--- src/rtl/control_memoria_datos_pkg.sv ---
// Shared definitions for the data-memory controller: FSM encodings and address-width helper.
package control_memoria_datos_pkg;

  typedef enum logic [1:0] {
    ST_IDLE    = 2'd0,
    ST_DUMP_RD = 2'd1,
    ST_DUMP_TX = 2'd2,
    ST_CLEAR   = 2'd3
  } state_t;

  // Number of bits needed to represent 'value' (1024 -> 11).
  function automatic int clogb2(input int value);
    int v;
    int bits;
    v    = value;
    bits = 0;
    while (v > 0) begin
      bits = bits + 1;
      v    = v >> 1;
    end
    return bits;
  endfunction

endpackage

--- src/rtl/control_memoria_datos.sv ---
// Arbitrates the memoria_datos port between the MEM stage and the debug unit, and
// sequences a dirty-range dump or a full clear while the processor is halted.
module control_memoria_datos
  import control_memoria_datos_pkg::*;
#(
  parameter int RAM_WIDTH    = 32,
  parameter int ADDR_WIDTH   = 11,
  parameter int READ_LATENCY = 1
) (
  input  logic                  i_clk,
  input  logic                  i_soft_reset,
  input  logic                  i_halt,
  input  logic [ADDR_WIDTH-1:0] i_pipe_addr,
  input  logic [RAM_WIDTH-1:0]  i_pipe_data,
  input  logic                  i_pipe_wea,
  input  logic                  i_pipe_ena,
  input  logic                  i_cmd_dump,
  input  logic                  i_cmd_clear,
  input  logic                  i_dump_ready,
  input  logic [RAM_WIDTH-1:0]  i_mem_data,
  input  logic                  i_mem_reset_ack,
  input  logic [ADDR_WIDTH-1:0] i_mem_addr_bit_sucio,
  output logic [ADDR_WIDTH-1:0] o_mem_addr,
  output logic [RAM_WIDTH-1:0]  o_mem_data,
  output logic                  o_mem_wea,
  output logic                  o_mem_ena,
  output logic                  o_mem_soft_reset,
  output logic [RAM_WIDTH-1:0]  o_dump_data,
  output logic [ADDR_WIDTH-1:0] o_dump_addr,
  output logic                  o_dump_valid,
  output logic                  o_dump_last,
  output logic                  o_busy,
  output logic                  o_done,
  output logic                  o_abort,
  output logic [1:0]            o_state
);

  localparam int LAT_W = clogb2(READ_LATENCY);

  // Dump handshake: a word transfers on a rising edge where o_dump_valid and
  // i_dump_ready are both high; while valid is high and ready is low, data,
  // address and last are held unchanged.

  state_t                state;
  logic [ADDR_WIDTH-1:0] dump_cnt;
  logic [ADDR_WIDTH-1:0] last_addr;
  logic [LAT_W-1:0]      lat_cnt;

  assign o_state = state;

  always_comb begin
    o_mem_addr = i_pipe_addr;
    o_mem_data = i_pipe_data;
    o_mem_wea  = i_pipe_wea;
    o_mem_ena  = i_pipe_ena;
    case (state)
      ST_IDLE: begin
        if (i_halt) begin
          o_mem_ena = 1'b0;
          o_mem_wea = 1'b0;
        end
      end
      ST_DUMP_RD, ST_DUMP_TX: begin
        o_mem_addr = dump_cnt;
        o_mem_ena  = 1'b1;
        o_mem_wea  = 1'b0;
      end
      ST_CLEAR: begin
        o_mem_ena = 1'b0;
        o_mem_wea = 1'b0;
      end
      default: begin
        o_mem_ena = 1'b0;
        o_mem_wea = 1'b0;
      end
    endcase
  end

  always_ff @(posedge i_clk or negedge i_soft_reset) begin
    if (!i_soft_reset) begin
      state            <= ST_IDLE;
      dump_cnt         <= '0;
      last_addr        <= '0;
      lat_cnt          <= '0;
      o_dump_data      <= '0;
      o_dump_addr      <= '0;
      o_dump_valid     <= 1'b0;
      o_dump_last      <= 1'b0;
      o_busy           <= 1'b0;
      o_done           <= 1'b0;
      o_abort          <= 1'b0;
      o_mem_soft_reset <= 1'b1;
    end else begin
      o_done  <= 1'b0;
      o_abort <= 1'b0;
      if (state != ST_IDLE && !i_halt) begin
        // Processor resumed: hand the port back immediately, whatever was in flight.
        state            <= ST_IDLE;
        o_busy           <= 1'b0;
        o_abort          <= 1'b1;
        o_dump_valid     <= 1'b0;
        o_dump_last      <= 1'b0;
        o_mem_soft_reset <= 1'b1;
      end else begin
        case (state)
          ST_IDLE: begin
            if (i_halt && i_cmd_dump) begin
              state     <= ST_DUMP_RD;
              o_busy    <= 1'b1;
              last_addr <= i_mem_addr_bit_sucio;
              dump_cnt  <= '0;
              lat_cnt   <= '0;
            end else if (i_halt && i_cmd_clear) begin
              state            <= ST_CLEAR;
              o_busy           <= 1'b1;
              o_mem_soft_reset <= 1'b0;
            end
          end
          ST_DUMP_RD: begin
            // The memory samples the address one edge after it is driven, so the
            // word is captured READ_LATENCY edges after that.
            if (lat_cnt == LAT_W'(READ_LATENCY)) begin
              state        <= ST_DUMP_TX;
              o_dump_data  <= i_mem_data;
              o_dump_addr  <= dump_cnt;
              o_dump_valid <= 1'b1;
              o_dump_last  <= (dump_cnt == last_addr);
            end else begin
              lat_cnt <= lat_cnt + 1'b1;
            end
          end
          ST_DUMP_TX: begin
            if (i_dump_ready) begin
              o_dump_valid <= 1'b0;
              o_dump_last  <= 1'b0;
              if (o_dump_last) begin
                state  <= ST_IDLE;
                o_busy <= 1'b0;
                o_done <= 1'b1;
              end else begin
                state    <= ST_DUMP_RD;
                dump_cnt <= dump_cnt + 1'b1;
                lat_cnt  <= '0;
              end
            end
          end
          ST_CLEAR: begin
            if (i_mem_reset_ack) begin
              state            <= ST_IDLE;
              o_busy           <= 1'b0;
              o_done           <= 1'b1;
              o_mem_soft_reset <= 1'b1;
            end
          end
          default: state <= ST_IDLE;
        endcase
      end
    end
  end

endmodule

--- config.mk ---
export PLATFORM = sky130hd
export DESIGN_NAME = control_memoria_datos
export DESIGN_NICKNAME = d
export VERILOG_FILES = /design/src/rtl/control_memoria_datos_pkg.sv /design/src/rtl/control_memoria_datos.sv
export SDC_FILE = /design/constraint.sdc
export NUM_CORES = 1
export LEC_CHECK = 0
export CAP_MARGIN = 20
export CORE_MARGIN = 1
export CORE_UTILIZATION = 40
export DETAILED_ROUTE_END_ITERATION = 10
export GPL_TIMING_DRIVEN = 0
export PLACE_DENSITY = 0.83
export SYNTH_ARGS = -nofsm -noshare
export SYNTH_HDL_FRONTEND = slang
export SYNTH_SLANG_ARGS = --single-unit
--- constraint.sdc ---
create_clock -name i_clk -period 2.5 [get_ports i_clk]
set_input_delay 0.5 -clock i_clk [delete_from_list [all_inputs] [get_ports i_clk]]
set_output_delay 0.5 -clock i_clk [all_outputs]
set_load 0.02 [all_outputs]
==> reports/results.ini, run 1 <==
[sta]
worstMarginPinSlew_ns = 0.526
layout_worst_path_cycle_share = 0.967
final_setup_margin_ns = 0.0830
report.final.slew_viol_count = 0
fin_crit_ns = 2.42
max_freq_mhz = 414
final_hold_viol_count = 0
setup_violations = 0
setup_repair_after_global_routing_missed_its_margin = false
tns_ns = 0
timing.clock.skew_ns = 0.0129
holdWs_ns = 0.146
maxSlewHeadroom = 0.649

[power_and_ir_drop]
internal_power_summed_over_all_cells_w = 0.00379
p_leak_nw = 2.47
p_clk_frac = 0.164
power.switching_fraction = 0.368
power.share.sequential = 0.316
combinational_cell_fraction_of_total_power = 0.520
worst_voltage_drop_across_the_vdd_grid_mv = 0.508
pwr_density_cell_mw_per_mm2 = 1060
power.switching_w = 0.00220

[route]
routed-via-count = 2956
drc = 11
ant_nets = 0
aggregate_routed_wire_length_um = 8920
drt_first_iter_violations = 111
wl_per_cell_um = 15.0
post_drt_via_cell_ratio = 4.98
drt_first_pass_iters = 11

[grt]
pin_count_of_the_biggest_net_entering_global_routing = 75
grt_pass1_wl_um = 14300
grt_remaining_overflow = 0
grt_use_total = 0.187
antenna_violations_before_repair = 0
grt_pass1_vias = 2959

[clock_network]
worst_skew_pair_latency_ns = 0.35
cts_hold_buffers = 0
cts_made_buffers = 9
cts-root-to-sink-buffers = 2
clock_sink_count = 74
cts_root_buf = clkbuf_8
cts-htree-levels = 3
clk_transition_reported_paths_ns = 0.08
tritoncts = yes

[cells_and_area]
final_common_cell = clkdlybuf4s50_1
finish.net_count = 581
antenna_cells = 0
drive_gt1_frac = 0.280
most-common-layout-cells = 143 x clkdlybuf4s50_1, 72 x dfrtp_1, 68 x mux2_2
fin_area_mm2 = 0.00567
layoutNonFillerInstCount = 593
area_growth_pct = 53.3

[yosys]
synth.top_cell.area_share = 0.494
postSynthCellCount = 309
synth-seq-cells = 74
post_synthesis_net_count = 410
synth_top_cell_by_area = dfrtp_1
synth.yosys.warnings = 0
synthFlopType = dfrtp_1
async_flop_share = 1.00
synth.distinct_cells = 38
synth.yosys.seq_area_share = 0.501
synth_top_cells_by_area = dfrtp_1 49%, mux2_2 21%, buf_4 6.5%
synth_enable_flop_cells = 0
synth.cell_area_mm2 = 0.00370
post_synth.cell_area_avg_um2 = 12.0

[setup_path]
cp_num_cells = 5
worst-r2r-cell-count = 8
critical_path_required_ns = 2.00
capturing_instance_or_port_of_the_critical_path = o_mem_addr[3]
timing.critical_path.slowest_cell_delay_ns = 0.36
path_max_fanout = 10
crit_buf_inv = 3
r2r-start = o_state[0]
critical_path.reg2reg.endpoint = dump_cnt[9]
critPathKind = flip-flop to output port
setup.worst_path.start = o_state[1]
critical_path.top_delay_family = buffers and inverters
crit_path_cell_trace = inv_1 -> ha_4 -> buf_6 -> mux2_2 -> dlygate4sd2_1
startpoint_type = flip-flop
crit_slowest_cell = dfrtp_1
critPathCaptureType = output port
arrival_time_of_data_at_the_critical_path_endpoint_ns = 1.92
regToRegSetupSlack_ns = 0.26

[floorplan]
rows = 34
die_area_mm2 = 0.00963
io-pin-count = 191
core_area_mm2 = 0.00885
fp.dieH_um = 98.1
die_width_um = 98.1
floorplan.initialDensity = 0.418

[placed_design]
cell_area_after_placement_mm2 = 0.00543
place_congestion = 0.817
place.detailed.instances = 575
post-place-ws_ns = -0.332
port-buffer-count = 157
dp_hpwl_um = 6690

[status]
violations = design-rule violations
outcome = finished, violations left

[job]
cap_viol_max_count = 0

[worst_hold_path]
worstHoldPathType = input pin to async pin

## stage by stage
stage | power (W) | util
2_1_floorplan | 0.00370 | -
3_3_place_gp | 0.00492 | 0.611
3_5_place_dp | 0.00502 | 0.614
4_1_cts | 0.00600 | 0.639
5_1_grt | 0.00633 | 0.641
6_report | 0.00599 | 0.641
## per-layer routing
layer,vias up,routed length (um),track usage,share of wire
met4,0,95,0.0700,0.011
met3,11,651,0.0429,0.073
met1,1410,3620,0.228,0.41
met5,-,0,0,0
li1,1403,-,-,-
met2,132,4550,0.321,0.51
## state kept, by name (all words and copies together) (netlist names), 2 cells and up
register and flops:
dump_cnt 11, o_dump_data 32, o_dump_addr 11, o_state 2, last_addr 11
## final cells by class
type	instances	area [um^2]
clock buffers	10	138
fillers	689	3180
flip-flops and latches	74	1850
well taps	108	135
clock inverters	6	72.6
repair buffers	160	1600
inverters	6	22.5
multi-input cells	182	1510
plain buffers	47	335
## how the worst min path moves through the flow
| stage | from | to | slack, ns | depth (start not counted) |
|---|---|---|---|---|
| 2_1_floorplan | i_soft_reset | dump_cnt[0] | 0.20 | 0 |
| 4_1_cts | i_soft_reset | o_dump_data[30] | 0.16 | 2 |
| 6_report | i_soft_reset | last_addr[2] | 0.15 | 2 |
| 5_1_grt | i_soft_reset | last_addr[4] | 0.17 | 2 |
| 3_3_place_gp | o_dump_data[3] | o_dump_data[3] | 0.49 | 1 |
| 3_5_place_dp | o_dump_addr[0] | o_dump_addr[0] | 0.49 | 1 |
## synthesized netlist by cell type, types with 2 or more instances
cell and count:
clkbuf_1 3, xnor2_1 10, nor2b_1 6, nand2_1 13, nor2_1 4, or3_1 4
and2_1 3, buf_4 32, buf_2 7, o31ai_1 5, mux2_2 68, ha_1 6
nand3_1 7, buf_1 2, nor3_1 3, o21ai_0 13, and3_1 2, nand4_1 6
dfrtp_1 73, or4_1 4, buf_6 3, inv_1 6, a21oi_1 14
## power by group through the flow
stage          clock network (W)  registers [W]  logic (W)
2_1_floorplan                  0        0.00229    0.00141
3_3_place_gp                   0        0.00190    0.00302
3_5_place_dp                   0        0.00194    0.00309
4_1_cts                  0.00100        0.00190    0.00310
5_1_grt                  0.00106        0.00196    0.00331
6_report                0.000985        0.00189    0.00311
## repair_timing
item,4_1_cts,5_1_grt
gates resized for setup,21,5
setup endpoints to repair,13,10
setup buffers,2,0
## worst register-to-register path, delay by kind of cell, from the launching register on
family                   cells  cell delay (ns)
flip-flops                   1             0.41
AND/OR/NAND/NOR              2             0.67
adder cells (fa/ha/maj)      1             0.34
buffers and inverters        3             0.46
AO/OA/AOI/OAI                2             0.30
## cell families after synthesis
| family | share of synthesized area |
|---|---|
| AND/OR/NAND/NOR | 0.0890 |
| flip-flops | 0.501 |
| XOR/XNOR | 0.0261 |
| AO/OA/AOI/OAI | 0.0589 |
| adder cells (fa/ha/maj) | 0.0203 |
| buffers and inverters | 0.0948 |
| multiplexers | 0.210 |
Note: power is estimated with default switching activity, not from simulation.
==> run 2: changes to the inputs <==
SLEW_MARGIN = 20   (was unset)
==> reports/results.ini, run 2 (synthesis gave the netlist of run 1 again) <==
[status]
outcome = finished, violations left  ; unchanged
violations = design-rule violations  ; unchanged

[cells_and_area]
most-common-layout-cells = 143 x clkdlybuf4s50_1, 72 x dfrtp_1, 68 x mux2_2  ; unchanged
final_common_cell = clkdlybuf4s50_1  ; unchanged
antenna_cells = 0  ; unchanged
number_of_flip_flops_under_the_largest_register_name = 32  ; unchanged
finish.net_count = 581  ; unchanged
fill_cells = 692  ; was 689
drive_gt1_frac = 0.278  ; was 0.280
largest-register = o_dump_data  ; unchanged
area_growth_pct = 53.5  ; was 53.3%
finish.utilization = 0.642  ; was 0.641

[clock_network]
cts_made_buffers = 9  ; unchanged
worst_skew_pair_latency_ns = 0.34  ; was 0.35 ns
cts_root_buf = clkbuf_8  ; unchanged
cts-htree-levels = 3  ; unchanged
cts-root-to-sink-buffers = 2  ; unchanged
tritoncts = yes  ; unchanged
cts_hold_buffers = 0  ; unchanged
clock_sink_count = 74  ; unchanged
clk_transition_reported_paths_ns = 0.08  ; about the same

[setup_path]
timing.critical_path.slowest_cell_delay_ns = 0.37  ; was 0.36 ns
critical_path.top_delay_family = buffers and inverters  ; unchanged
path_max_fanout = 10  ; unchanged
critPathCaptureType = output port  ; unchanged
critPathKind = flip-flop to output port  ; unchanged
startpoint_type = flip-flop  ; unchanged
crit_path_cell_trace = inv_1 -> ha_4 -> buf_6 -> mux2_2 -> dlygate4sd2_1  ; unchanged
critical_path_required_ns = 2.00  ; about the same
arrival_time_of_data_at_the_critical_path_endpoint_ns = 1.92  ; about the same
crit_buf_inv = 3  ; unchanged
crit_slowest_cell = dfrtp_2  ; was dfrtp_1

[grt]
grt_pass1_wl_um = 14400  ; was 14300 um
antenna_violations_before_repair = 0  ; unchanged
grt_pass1_vias = 3029  ; was 2959
pin_count_of_the_biggest_net_entering_global_routing = 40  ; was 75
grt_remaining_overflow = 0  ; unchanged
grt_use_total = 0.189  ; was 0.187

[worst_hold_path]
worstHoldPathType = input pin to async pin  ; unchanged

[route]
aggregate_routed_wire_length_um = 8990  ; was 8920 um
drt_first_iter_violations = 104  ; was 111
drc = 13  ; was 11
ant_nets = 0  ; unchanged
post_drt_via_cell_ratio = 5.02  ; was 4.98
drt_first_pass_iters = 10  ; was 11
routed-via-count = 2977  ; was 2956
wl_per_cell_um = 15.2  ; was 15.0 um

[floorplan]
fp.dieH_um = 98.1  ; unchanged
io-pin-count = 191  ; unchanged
core_area_mm2 = 0.00885  ; unchanged
floorplan.initialDensity = 0.418  ; unchanged
die_width_um = 98.1  ; unchanged
die_area_mm2 = 0.00963  ; unchanged
rows = 34  ; unchanged

[sta]
setup_repair_after_global_routing_missed_its_margin = false  ; unchanged
final_setup_margin_ns = 0.0802  ; was 0.0830 ns
layout_worst_path_cycle_share = 0.968  ; was 0.967
maxSlewHeadroom = 0.640  ; was 0.649
final_hold_viol_count = 0  ; unchanged
fin_crit_ns = 2.42  ; about the same
max_freq_mhz = 413  ; was 414 MHz
setup_violations = 0  ; unchanged
report.final.slew_viol_count = 0  ; unchanged
holdWs_ns = 0.105  ; was 0.146 ns
timing.clock.skew_ns = 0.00787  ; was 0.0129 ns
worstMarginPinSlew_ns = 0.539  ; was 0.526 ns

[power_and_ir_drop]
internal_power_summed_over_all_cells_w = 0.00388  ; was 0.00379 W
power.switching_fraction = 0.358  ; was 0.368
power.share.sequential = 0.313  ; was 0.316
power.switching_w = 0.00216  ; was 0.00220 W
combinational_cell_fraction_of_total_power = 0.517  ; was 0.520
pwr_density_cell_mw_per_mm2 = 1060  ; about the same
p_leak_nw = 2.49  ; was 2.47 nW
p_clk_frac = 0.170  ; was 0.164
worst_voltage_drop_across_the_vdd_grid_mv = 0.587  ; was 0.508 mV

[placed_design]
post-place-ws_ns = -0.339  ; was -0.332 ns
port-buffer-count = 157  ; unchanged
place_congestion = 0.817  ; unchanged
dp_hpwl_um = 6850  ; was 6690 um

[job]
cap_viol_max_count = 0  ; unchanged

run 2: area by class of cell:
cell class                 count  area (um^2)  area share
sequential                    74         1850       0.327
timing repair buffer         160         1600       0.283
multi-input combinational    182         1510       0.265
buffer                        47          335      0.0591
clock buffer                  11          141      0.0249
tap                          108          135      0.0238
clock inverter                 5         77.6      0.0137
inverter                       6         22.5     0.00397
run 2: final timing paths:
check,start,endpoint,slack (ns),depth (start not counted)
worst min register to register,o_dump_addr[9],o_dump_addr[9],0.51,1
min in group i_clk,i_halt,o_mem_soft_reset,0.46,4
max in group asynchronous,i_soft_reset,o_dump_data[25],1.83,2
worst max-delay path,o_state[0],o_mem_addr[2],0.08,5
worst max register to register,o_state[0],dump_cnt[9],0.26,8
worst min-delay path,i_soft_reset,last_addr[4],0.10,1
run 2: per-layer routing:
metal,share of wire,track usage,vias to the layer above
met2,0.51,0.319,131
met4,0.014,0.0827,0
li1,-,-,1393
met5,0,0,-
met3,0.064,0.0429,9
met1,0.41,0.232,1444
run 2: power groups by stage:
stage / Clock (W) / Combinational (W) / Sequential [W]
final: 0.00103 / 0.00312 / 0.00189
after global routing: 0.00111 / 0.00332 / 0.00195
after CTS: 0.00105 / 0.00314 / 0.00190
after detailed placement: 0 / 0.00309 / 0.00194
after global placement: 0 / 0.00302 / 0.00190
after floorplan: 0 / 0.00141 / 0.00229
run 2: timing repair:
action                     CTS  global route
resized for setup           18             8
setup endpoints to repair   13             8
pin swaps                    0             0
setup buffers                2             0
run 2: per-stage QoR:
stage                     power, W  std cells  area [um^2]  setup TNS [ns]
after CTS                  0.00609        593         5660               0
after floorplan            0.00370        309         3700               0
after global routing       0.00638        593         5680               0
after global placement     0.00492        574         5400         -116.16
after detailed placement   0.00503        575         5420           -3.17
final                      0.00605        593         5680               0
==> run 3: changes to the inputs <==
CORE_UTILIZATION = 43   (was 40)
MAX_ROUTING_LAYER = met4   (was unset)
PLACE_DENSITY = 0.94   (was 0.83)
clock period = 3.1 ns   (was 2.5 ns; I/O delays follow)
==> reports/results.ini, run 3 (synthesis gave the netlist of run 1 again) <==
[status]
outcome = finished clean  ; was finished, violations left

[sta]
final_hold_viol_count = 0  ; unchanged
maxSlewHeadroom = 0.641  ; was 0.640
timing.clock.skew_ns = 0.0141  ; was 0.00787 ns
final_setup_margin_ns = 0.0947  ; was 0.0802 ns
setup_repair_after_global_routing_missed_its_margin = false  ; unchanged
report.final.slew_viol_count = 0  ; unchanged
layout_worst_path_cycle_share = 0.969
worstMarginPinSlew_ns = 0.538  ; was 0.539 ns
max_freq_mhz = 333
fin_crit_ns = 3.01
setup_violations = 0  ; unchanged

[power_and_ir_drop]
power.switching_w = 0.00176  ; was 0.00216 W
p_clk_frac = 0.182  ; was 0.170
combinational_cell_fraction_of_total_power = 0.507  ; was 0.517
power.switching_fraction = 0.355  ; was 0.358
internal_power_summed_over_all_cells_w = 0.00320  ; was 0.00388 W
pwr_density_cell_mw_per_mm2 = 874  ; was 1060 mW/mm^2
finalPower_w = 0.00495  ; was 0.00605 W
power.share.sequential = 0.312  ; was 0.313
p_leak_nw = 2.45  ; was 2.49 nW
worst_voltage_drop_across_the_vdd_grid_mv = 0.459  ; was 0.587 mV

[route]
dr.max_layer_used = met4  ; unchanged
drt_first_pass_iters = 4  ; was 10
routed-wl-met3_um = 681  ; was 577 um
drc = 0  ; was 13
aggregate_routed_wire_length_um = 9130  ; was 8990 um
post_drt_via_cell_ratio = 5.17  ; was 5.02
ant_nets = 0  ; unchanged
wl_met1_um = 3500  ; was 3690 um
routed-via-count = 3038  ; was 2977
drt_first_iter_violations = 113  ; was 104
routed-wl-met2_um = 4770  ; was 4600 um
wl_per_cell_um = 15.5  ; was 15.2 um

[floorplan]
fp.dieH_um = 94.7  ; was 98.1 um
die_width_um = 94.7  ; was 98.1 um
io-pin-count = 191  ; unchanged
floorplan.initialDensity = 0.448  ; was 0.418
rows = 33  ; was 34
die_area_mm2 = 0.00897  ; was 0.00963 mm^2
core_area_mm2 = 0.00826  ; was 0.00885 mm^2

[clock_network]
cts_made_buffers = 9  ; unchanged
cts-htree-levels = 3  ; unchanged
clock_sink_count = 74  ; unchanged
cts_root_buf = clkbuf_8  ; unchanged
worst_skew_pair_latency_ns = 0.34  ; about the same
cts-root-to-sink-buffers = 2  ; unchanged
clk_transition_reported_paths_ns = 0.09  ; was 0.08 ns
tritoncts = yes  ; unchanged

[cells_and_area]
final_common_cell = clkdlybuf4s50_1  ; unchanged
multiInputGateArea_mm2 = 0.00149  ; was 0.00151 mm^2
drive_gt1_frac = 0.275  ; was 0.278
fill_cells = 615  ; was 692
fin_area_mm2 = 0.00566  ; was 0.00568 mm^2
register_area_mm2 = 0.00185  ; unchanged
number_of_flip_flops_under_the_largest_register_name = 32  ; unchanged
most-common-layout-cells = 156 x clkdlybuf4s50_1, 72 x dfrtp_1, 68 x mux2_2  ; was 143 x clkdlybuf4s50_1, 72 x dfrtp_1, 68 x mux2_2
layoutNonFillerInstCount = 588  ; was 593
largest-register = o_dump_data  ; unchanged
area_growth_pct = 53.2  ; was 53.5%
antenna_cells = 0  ; unchanged
finish.net_count = 579  ; was 581

[setup_path]
critPathCaptureType = output port  ; unchanged
critical_path_required_ns = 2.48  ; was 2.00 ns
worst-r2r-cell-count = 7  ; was 8
critPathKind = flip-flop to output port  ; unchanged
arrival_time_of_data_at_the_critical_path_endpoint_ns = 2.39  ; was 1.92 ns
startpoint_type = flip-flop  ; unchanged
path_max_fanout = 10  ; unchanged

[placed_design]
place.detailed.instances = 572  ; was 575
post-place-ws_ns = 0.151  ; was -0.339 ns
place_congestion = 0.845  ; was 0.817
dp_hpwl_um = 6950  ; was 6850 um
cell_area_after_placement_mm2 = 0.00542  ; about the same
port-buffer-count = 157  ; unchanged

[grt]
grt_pass1_wl_um = 14300  ; was 14400 um
antenna_violations_before_repair = 0  ; unchanged
grt_pass1_vias = 3005  ; was 3029
pin_count_of_the_biggest_net_entering_global_routing = 39  ; was 40
grt_use_total = 0.216  ; was 0.189
grt_remaining_overflow = 0  ; unchanged

[job]
cap_viol_max_count = 0  ; unchanged

[worst_hold_path]
worstHoldPathType = input pin to async pin  ; unchanged

[run 3: layout make-up]
| type | instances | share of cell area |
|---|---|---|
| Sequential cell | 74 | 0.327 |
| Tap cell | 105 | 0.0232 |
| Multi-Input combinational cell | 182 | 0.264 |
| Buffer | 47 | 0.0585 |
| Inverter | 6 | 0.00398 |
| Timing Repair Buffer | 158 | 0.281 |
| Clock inverter | 7 | 0.0208 |
| Clock buffer | 9 | 0.0219 |
[run 3: power by group through the flow]
stage,Clock [W],Sequential (W),Combinational [W]
6_report,0.000899,0.00154,0.00251
5_1_grt,0.000968,0.00159,0.00267
4_1_cts,0.000916,0.00154,0.00252
3_5_place_dp,0,0.00156,0.00250
3_3_place_gp,0,0.00153,0.00243
2_1_floorplan,0,0.00185,0.00114
[run 3: per-layer routing]
layer | up-vias | global-route usage
met1 | 1466 | 0.244
li1 | 1404 | -
met5 | - | -
met4 | 0 | 0.0934
met2 | 150 | 0.372
met3 | 18 | 0.0395
[run 3: worst max-delay path: stages, from the launching register on]
cell and delay [ns]:
dfrtp_1 0.44, inv_1 0.13, ha_1 0.37, buf_4 0.21, mux2_2 0.35, clkdlybuf4s50_1 0.54
[run 3: per-stage QoR]
step / util / setup TNS, ns / hold WS (ns)
floorplan: - / 0 / 0.324
global placement: 0.654 / -75.67 / 0.486
detailed placement: 0.656 / 0 / 0.492
CTS: 0.686 / 0 / 0.234
global route: 0.686 / 0 / 0.255
finish: 0.686 / 0 / 0.223
[run 3: worst paths after layout]
check	from	endpoint	slack [ns]
setup / recovery	o_state[1]	o_mem_addr[2]	0.09
hold / removal	i_soft_reset	o_state[1]	0.22
setup reg to reg	o_state[1]	o_dump_data[30]	0.80
hold reg to reg	o_dump_data[27]	o_dump_data[27]	0.51
max in group asynchronous	i_soft_reset	o_dump_addr[9]	2.31
min in group i_clk	o_dump_data[27]	o_dump_data[27]	0.51
[run 3: timing repair]
item | 4_1_cts | 5_1_grt
setup buffers | 0 | 0
gates resized for setup | 2 | 1
cloned | 0 | 0
endpoints found under the setup margin | 10 | 7
hold buffers | 0 | 0
